File: config.mk
export PLATFORM = sky130hd
export DESIGN_NAME = mem_access_unit
export DESIGN_NICKNAME = d
export VERILOG_FILES = /design/src/rtl/mem_access_unit.sv
export SDC_FILE = /design/constraint.sdc
export NUM_CORES = 1
export LEC_CHECK = 0
export BUFFER_PORTS_ARGS = -buffer_cell sky130_fd_sc_hd__clkbuf_2
export CAP_MARGIN = 20
export CORE_MARGIN = 8
export CORE_UTILIZATION = 30
export DETAILED_ROUTE_END_ITERATION = 7
export PLACE_DENSITY_LB_ADDON = 0.25
export REMOVE_ABC_BUFFERS = 1
export SYNTH_ARGS = -nofsm -noshare
export SYNTH_HDL_FRONTEND = slang
export SYNTH_SLANG_ARGS = --single-unit
File: constraint.sdc
create_clock -name clk -period 4.5 [get_ports clk]
set_input_delay 0 -clock clk [delete_from_list [all_inputs] [get_ports clk]]
set_output_delay 0 -clock clk [all_outputs]
set_load 0.05 [all_outputs]
File: src/rtl/mem_access_unit.sv
// Load/store front-end for a big-endian, byte-addressed data memory.
// Checks alignment and bounds, does sub-word stores as read-modify-write, and extends sub-word loads.
module mem_access_unit #(
    parameter int MEM_BYTES = 128
) (
    input  logic        clk,
    input  logic        rst_n,
    input  logic        req_valid,
    output logic        req_ready,
    input  logic        req_write,
    input  logic [1:0]  req_size,
    input  logic        req_unsigned,
    input  logic [31:0] req_addr,
    input  logic [31:0] req_wdata,
    output logic        resp_valid,
    output logic [31:0] resp_rdata,
    output logic        resp_err,
    output logic [31:0] mem_address,
    output logic [31:0] mem_write_data,
    output logic        mem_read,
    output logic        mem_write,
    input  logic [31:0] mem_out
);

    typedef enum logic [1:0] {IDLE, READ, WRITE, RESP} state_t;

    state_t      state_q;
    logic        write_q;
    logic        uns_q;
    logic [1:0]  size_q;
    logic [1:0]  off_q;
    logic [15:0] wdata_q;

    logic [2:0]  nbytes;
    logic [32:0] end_addr;
    logic        req_err;

    // Byte lane o sits at word[31-8*o -: 8]; half lane is picked by addr[1].
    function automatic logic [31:0] load_extract(input logic [31:0] word, input logic [1:0] size,
                                                 input logic [1:0] off, input logic uns);
        logic [7:0]  b;
        logic [15:0] h;
        case (off)
            2'd0:    b = word[31:24];
            2'd1:    b = word[23:16];
            2'd2:    b = word[15:8];
            default: b = word[7:0];
        endcase
        h = off[1] ? word[15:0] : word[31:16];
        case (size)
            2'b00:   return {{24{b[7] & ~uns}}, b};
            2'b01:   return {{16{h[15] & ~uns}}, h};
            default: return word;
        endcase
    endfunction

    function automatic logic [31:0] store_merge(input logic [31:0] word, input logic [1:0] size,
                                                input logic [1:0] off, input logic [15:0] wd);
        logic [31:0] m;
        m = word;
        if (size == 2'b00) begin
            case (off)
                2'd0:    m[31:24] = wd[7:0];
                2'd1:    m[23:16] = wd[7:0];
                2'd2:    m[15:8]  = wd[7:0];
                default: m[7:0]   = wd[7:0];
            endcase
        end else if (off[1]) begin
            m[15:0] = wd;
        end else begin
            m[31:16] = wd;
        end
        return m;
    endfunction

    // A 33-bit end address keeps addresses near 2^32 from wrapping past the bounds check.
    always_comb begin
        case (req_size)
            2'b00:   nbytes = 3'd1;
            2'b01:   nbytes = 3'd2;
            default: nbytes = 3'd4;
        endcase
        end_addr = {1'b0, req_addr} + {30'b0, nbytes};
        req_err  = (req_size == 2'b11)
                || (req_size == 2'b01 && req_addr[0])
                || (req_size == 2'b10 && req_addr[1:0] != 2'b00)
                || (end_addr > 33'(MEM_BYTES));
    end

    assign req_ready = (state_q == IDLE);

    always_ff @(posedge clk) begin
        if (!rst_n) begin
            state_q        <= IDLE;
            resp_valid     <= 1'b0;
            resp_rdata     <= '0;
            resp_err       <= 1'b0;
            mem_read       <= 1'b0;
            mem_write      <= 1'b0;
            mem_address    <= '0;
            mem_write_data <= '0;
        end else begin
            case (state_q)
                IDLE: begin
                    if (req_valid) begin
                        write_q <= req_write;
                        uns_q   <= req_unsigned;
                        size_q  <= req_size;
                        off_q   <= req_addr[1:0];
                        wdata_q <= req_wdata[15:0];
                        if (req_err) begin
                            state_q    <= RESP;
                            resp_valid <= 1'b1;
                            resp_err   <= 1'b1;
                            resp_rdata <= '0;
                        end else if (req_write && req_size == 2'b10) begin
                            state_q        <= WRITE;
                            mem_write      <= 1'b1;
                            mem_address    <= {req_addr[31:2], 2'b00};
                            mem_write_data <= req_wdata;
                        end else begin
                            state_q     <= READ;
                            mem_read    <= 1'b1;
                            mem_address <= {req_addr[31:2], 2'b00};
                        end
                    end
                end
                READ: begin
                    // mem_out is consumed at the closing edge, either merged for a store or extracted for a load.
                    mem_read <= 1'b0;
                    if (write_q) begin
                        state_q        <= WRITE;
                        mem_write      <= 1'b1;
                        mem_write_data <= store_merge(mem_out, size_q, off_q, wdata_q);
                    end else begin
                        state_q    <= RESP;
                        resp_valid <= 1'b1;
                        resp_err   <= 1'b0;
                        resp_rdata <= load_extract(mem_out, size_q, off_q, uns_q);
                    end
                end
                WRITE: begin
                    mem_write  <= 1'b0;
                    state_q    <= RESP;
                    resp_valid <= 1'b1;
                    resp_err   <= 1'b0;
                    resp_rdata <= '0;
                end
                default: begin
                    resp_valid <= 1'b0;
                    state_q    <= IDLE;
                end
            endcase
        end
    end

endmodule

# Yosys cells after proc, flatten, opt, wreduce, memory -nomap -nowiden
# Index checks and enable logic that the tools add are counted.
word_totals:
  ff_bits: 122
  output_inout_bits: 101
  wordCells: 98
op_classes:
  add_sub_neg: 1
  order_cmp: 1
  n_eq_ne: 15
  n_mux: 43
  bitwise_logic: 4
  n_reduce_logical: 21
ops:
  columns: ["op", "n"]
  rows:
  - ["2-to-1 mux 32 bit", 8]
  - ["one-hot mux 32 bit (2 select lines)", 2]
  - ["one-hot mux 32 bit (3 select lines)", 1]
  - ["2-to-1 mux 8 bit", 7]
  - ["2-to-1 mux 16 bit", 3]
  - ["adder 32 x 3 -> 33 bit", 1]
  - ["greater-than comparator 33 x 8 -> 1 bit (second input constant)", 1]
  - ["one-hot mux 8 bit (3 select lines)", 1]
  - ["2-to-1 mux 1 bit", 12]
  - ["!= test 2 bit (second input constant)", 5]
  - ["AND reduction 5 bit", 2]
  - ["one-hot mux 1 bit (3 select lines)", 3]
  - ["AND reduction 3 bit", 3]
  - ["equality test 2 x 1 -> 1 bit (second input constant)", 4]
  - ["equality test 2 bit (second input constant)", 4]
  - ["zero test 2 bit", 4]
  - ["AND reduction 4 bit", 2]
  - ["2-to-1 mux 2 bit", 3]
  - ["one-hot mux 2 bit (3 select lines)", 1]
  - ["one-hot mux 3 bit (2 select lines)", 1]
  - ["!= test 2 x 1 -> 1 bit (second input constant)", 2]
  - ["nonzero test 2 bit", 2]
  - ["logical AND 1 bit", 3]
  - ["logical OR 1 bit", 3]
  - ["other kinds (5)", 7]

# Logic depth before layout (Yosys ltp)
logic_depth:
  word_depth: 9
  ltp_mapped: 13
  mapped_depth_nobuf: 11

# Worst setup path before layout
# OpenSTA, ideal clock, no wires.
synth_path:
  path_kind: "register to register"
  from: "register state_q[0]"
  to: "register off_q[0] (enable)"
  setup_ns: 0.429
  arrival_time_ns: 3.116
  path_slack_ns: 0.956
  path_stages_with_launch: 7
  path_buffers: 2
  cell_sequence: "dfxtp_1 -> inv_1 -> ha_1 -> clkbuf_1 -> inv_2 -> clkbuf_1 -> nor3_1"
synth_via:
  elab_chain_len: 2
synth_rtl:
  columns: ["element", "line", "rtl"]
  rows:
  - ["start: declaration", "27", "state_t state_q;"]
  - ["start signal: assignment", "94", "state_q <= IDLE;"]
  - ["start signal: assignment", "112", "state_q <= RESP;"]
  - ["start signal: assignment", "117", "state_q <= WRITE;"]
  - ["zero test 2 bit", null, null]
  - ["net req_ready", "9", "output logic req_ready,"]
  - ["AND reduction 3 bit (no source line)", null, null]
  - ["end signal: assignment", "109", "off_q <= req_addr[1:0];"]
  - ["end: declaration", "31", "logic [1:0] off_q;"]
# The timed path passes the listed nets, and every way through them passes these cells.
# A chain may end at the register's enable or synchronous reset.

# Worst setup path in the final report
layout_path:
  from: "input port req_size[1]"
  to: "register mem_address[15]"
layout_via:
  elab_chain_len: 7
layout_rtl:
  columns: ["element", "line", "rtl"]
  rows:
  - ["start: declaration", "11", "input logic [1:0] req_size,"]
  - ["equality test 2 x 1 -> 1 bit or zero test 2 bit (tied branches)", "78, 85", null]
  - ["one-hot mux 3 bit (2 select lines) or logical AND 1 bit (tied branches)", "78, 85", null]
  - ["adder 32 x 3 -> 33 bit or logical OR 1 bit (tied branches)", "83, 85", null]
  - ["greater-than comparator 33 x 8 -> 1 bit or logical OR 1 bit (tied branches)", "87, 86", null]
  - ["logical OR 1 bit *", "87", "|| (end_addr > 33'(MEM_BYTES));"]
  - ["NOT 1 bit (no source line) *", null, null]
  - ["AND reduction 3 bit (no source line) *", null, null]
  - ["end signal: assignment", "119", "mem_address <= {req_addr[31:2], 2'b00};"]
  - ["end signal: assignment", "124", "mem_address <= {req_addr[31:2], 2'b00};"]
  - ["end: declaration", "18", "output logic [31:0] mem_address,"]
# Every way passes the cells marked *; elsewhere a longest branch is shown, timed or not.

==> flow_metrics.env <==
export IMPL_drtIter0Drc=514
export IMPL_vias_per_cell=5.22
export IMPL_dieArea_um2=28800
export IMPL_routed_wl_met3_mm=1.61
export IMPL_postRouteAntennaNets=0
export IMPL_first_pass_iters=5
export IMPL_fillers=2329
export IMPL_p_seq_share_pct=27.1
export IMPL_grt_overflow=0
export IMPL_antenna_found_initial=0
export IMPL_highest_layer="met4"
export IMPL_cts_clk_slew_worst_paths_ns=0.06
export IMPL_grt_use_total_pct=17.7
export IMPL_hp_class="primary input to register"
export IMPL_yosysMostFrequentCell="dfxtp_1"
export IMPL_clockBufferDepth=2
export IMPL_synth_top_area_share_pct=28.3
export IMPL_p_int_mw=2.99
export IMPL_crit_arrival_ns=4.16
export IMPL_reg2reg_slack_ns=1.49
export IMPL_yosys_top_cells_area="dfxtp_1 (28%), edfxtp_1 (9.3%), mux2i_1 (7.5%)"
export IMPL_fin_setup_tns_ns=0
export IMPL_synthCells=803
export IMPL_required_ns=4.80
export IMPL_placed_cells=1272
export IMPL_synth_edf_count=22
export IMPL_period_minus_slack_ns=3.86
export IMPL_total_power_mw=5.14
export IMPL_port_buffers=201
export IMPL_core_area_um2=23300
export IMPL_netlist_top_cells_count="dfxtp_1 (100), o21ai_0 (76), nand2_1 (66)"
export IMPL_grt_pass1_wl_mm=40.6
export IMPL_ir_drop_uv=235
export IMPL_fin_nets=1157
export IMPL_setup_viol=0
export IMPL_combPwrFrac_pct=44.2
export IMPL_p_leak_nw=4.19
export IMPL_yosysUniqueCellTypes=67
export IMPL_switchingPower_mw=2.15
export IMPL_yosysTopAreaCell="dfxtp_1"
export IMPL_power_density_nw_per_um2=531
export IMPL_synth_flop_cell="dfxtp_1"
export IMPL_detail_route_wl_per_cell_um=18.8
export IMPL_tightest_slew_ns=0.786
export IMPL_ios=204
export IMPL_final_hold_viol_count=0
export IMPL_cts_made_buffers=17
export IMPL_grt_setup_unrepaired="no"
export IMPL_fin_hold_ws_ns=0.0324
export IMPL_crit_path_end_kind="register"
export IMPL_startpoint_type="primary input"
export IMPL_worst_path_max_fanout=24
export IMPL_die_w_um=170
export IMPL_crit_chain="dlygate4sd3_1 -> clkbuf_2 -> nor2_1 -> ha_1 -> fa_1 -> a21oi_1 -> or4_1 -> o41ai_1 -> o21ai_0 -> a21oi_1 -> and2_1 -> buf_4 -> nand3_1 -> and3_1"
export IMPL_ys_warn_count=0
export IMPL_ys_seq_area_share_pct=37.6
export IMPL_slew_violations=0
export IMPL_fmax_mhz=259
export IMPL_async_flop_share_pct=0
export IMPL_grt_max_degree=63
export IMPL_drv_cap=0
export IMPL_cts_tree="built"
export IMPL_synth_seq_cells=122
export IMPL_netSwitchingFraction_pct=41.9
export IMPL_clk_latency_ns=0.42
export IMPL_met1_length_mm=11.5
export IMPL_routed_wl_mm=25.9
export IMPL_netlist_area_um2=7080
export IMPL_drc=0
export IMPL_worst_path_max_delay_cell="or4_1"
export IMPL_clock_power_share_pct=28.7
export IMPL_gp_congestion=0.877
export IMPL_num_vias=7207
export IMPL_syn2layout_area_growth_pct=36.8
export IMPL_worstSetupPathType="primary input to register"
export IMPL_drive_gt1_share_pct=25.7
export IMPL_met2_length_mm=12.1
export IMPL_critPathMaxStageDelay_ns=0.58
export IMPL_crit_top_cell="a21oi_1"
export IMPL_skew_ns=0.0160
export IMPL_die_height_um=170
export IMPL_post_dp_hpwl_mm=18.7
export IMPL_status="completed"
export IMPL_grt_pass1_vias=7238
export IMPL_rows=56
export IMPL_htree_levels=4
export IMPL_initial_core_util_pct=30.4
export IMPL_relSlewSlack_pct=47.4
export IMPL_period_share_pct=85.8
export IMPL_cts_root_buf="clkbuf_16"
export IMPL_syn_avg_cell_area_um2=8.82
export IMPL_fin_cells=1381
export IMPL_clkSinkCount=122
-- cell usage in the layout, fill, tap and decap left out, types with 5 or more instances in the layout --
master         synthesis  layout
nor2_1                42      42
and3_1                26      26
o21ai_0               76      76
o41ai_1               30      30
o21bai_1              32      32
a21oi_1               30      30
nand4_1               13      13
ha_1                   7       6
nand2_1               66      66
nor3_1                16      15
xnor2_1                8       8
o31a_1                34      34
dfxtp_1              100     100
o221ai_1              17      17
a31oi_1                5       5
clkbuf_2               0     200
o22a_1                 5       5
o211ai_1              10      10
and4_1                 6       6
mux2_2                 9       9
or3_1                 11      11
buf_4                  2      15
edfxtp_1              22      22
dlygate4sd3_1          0      74
mux2i_1               53      53
clkbuf_16              0      18
nand3_1               18      18
inv_1                 27      27
o21a_1                 7       7
-- sequential cells by signal (all words and copies together), names as in the netlist --
register        count
resp_valid          1
mem_write           1
off_q               2
state_q             2
mem_write_data     32
size_q              2
resp_err            1
resp_rdata         32
write_q             1
mem_address        30
wdata_q            16
mem_read            1
uns_q               1
-- worst paths after layout --
| check | from | endpoint | cells past startpoint |
|---|---|---|---|
| worst min register to register | resp_rdata[26]$_SDFFE_PN0P_ | resp_rdata[26]$_SDFFE_PN0P_ | 2 |
| worst max register to register | state_q[0]$_SDFFE_PN0P_ | mem_address[15]$_SDFFE_PN0P_ | 6 |
| worst min-delay path | mem_out[5] | resp_rdata[5]$_SDFFE_PN0P_ | 3 |
| worst max-delay path | req_size[1] | mem_address[15]$_SDFFE_PN0P_ | 14 |
-- through the flow --
stage	util [%]	setup WS [ns]	cell area, µm²
finish	41.5	0.640	9690
floorplan	-	0.656	6770
global route	41.5	0.330	9680
global placement	35.6	0.907	8300
CTS	41.5	0.692	9680
detailed placement	35.6	0.845	8300
-- per-layer routing --
layer | global-route usage [%] | vias up
met3 | 4.54 | 45
met1 | 22.8 | 3380
li1 | - | 3545
met4 | 6.93 | 0
met2 | 28.1 | 237
met5 | 0 | -
-- worst max-delay path: cells and delay by family --
family                   cells  cell delay (ns)
AND/OR/NAND/NOR              5             1.88
AO/OA/AOI/OAI                4             0.95
buffers and inverters        3             0.89
adder cells (fa/ha/maj)      2             0.43
-- layout make-up --
class,instances,area (µm²),area share [%]
Sequential cell,122,2660,27.5
Clock buffer,24,513,5.30
Clock inverter,8,129,1.33
Timing Repair Buffer,290,1860,19.2
Antenna cell,3,7.51,0.0775
Inverter,29,109,1.12
Tap cell,319,399,4.12
Multi-Input combinational cell,586,4010,41.4
-- power by group through the flow --
stage | logic (mW) | clock network, mW | registers [mW]
6_report | 2.27 | 1.47 | 1.39
5_1_grt | 2.46 | 1.56 | 1.42
4_1_cts | 2.28 | 1.51 | 1.40
3_5_place_dp | 2.22 | 0 | 1.42
3_3_place_gp | 2.20 | 0 | 1.41
2_1_floorplan | 1.16 | 0 | 1.81
-- kinds of logic (layout without fill, tap and decap cells) --
family	count (synthesis)	in the layout	synth area share, %
flip-flops	122	122	37.6
adder cells (fa/ha/maj)	8	8	1.52
multiplexers	63	63	9.24
XOR/XNOR	10	10	1.24
buffers and inverters	96	351	5.99
AO/OA/AOI/OAI	280	280	28.4
AND/OR/NAND/NOR	223	223	16.0
other	1	5	0.0529
-- what timing repair did --
action | CTS | global route
gates resized for setup | 0 | 0
endpoints found under the hold margin | 78 | 0
hold buffers | 74 | 0
buffers inserted | 0 | 0
No activity file was read; power rests on OpenSTA's default activity.
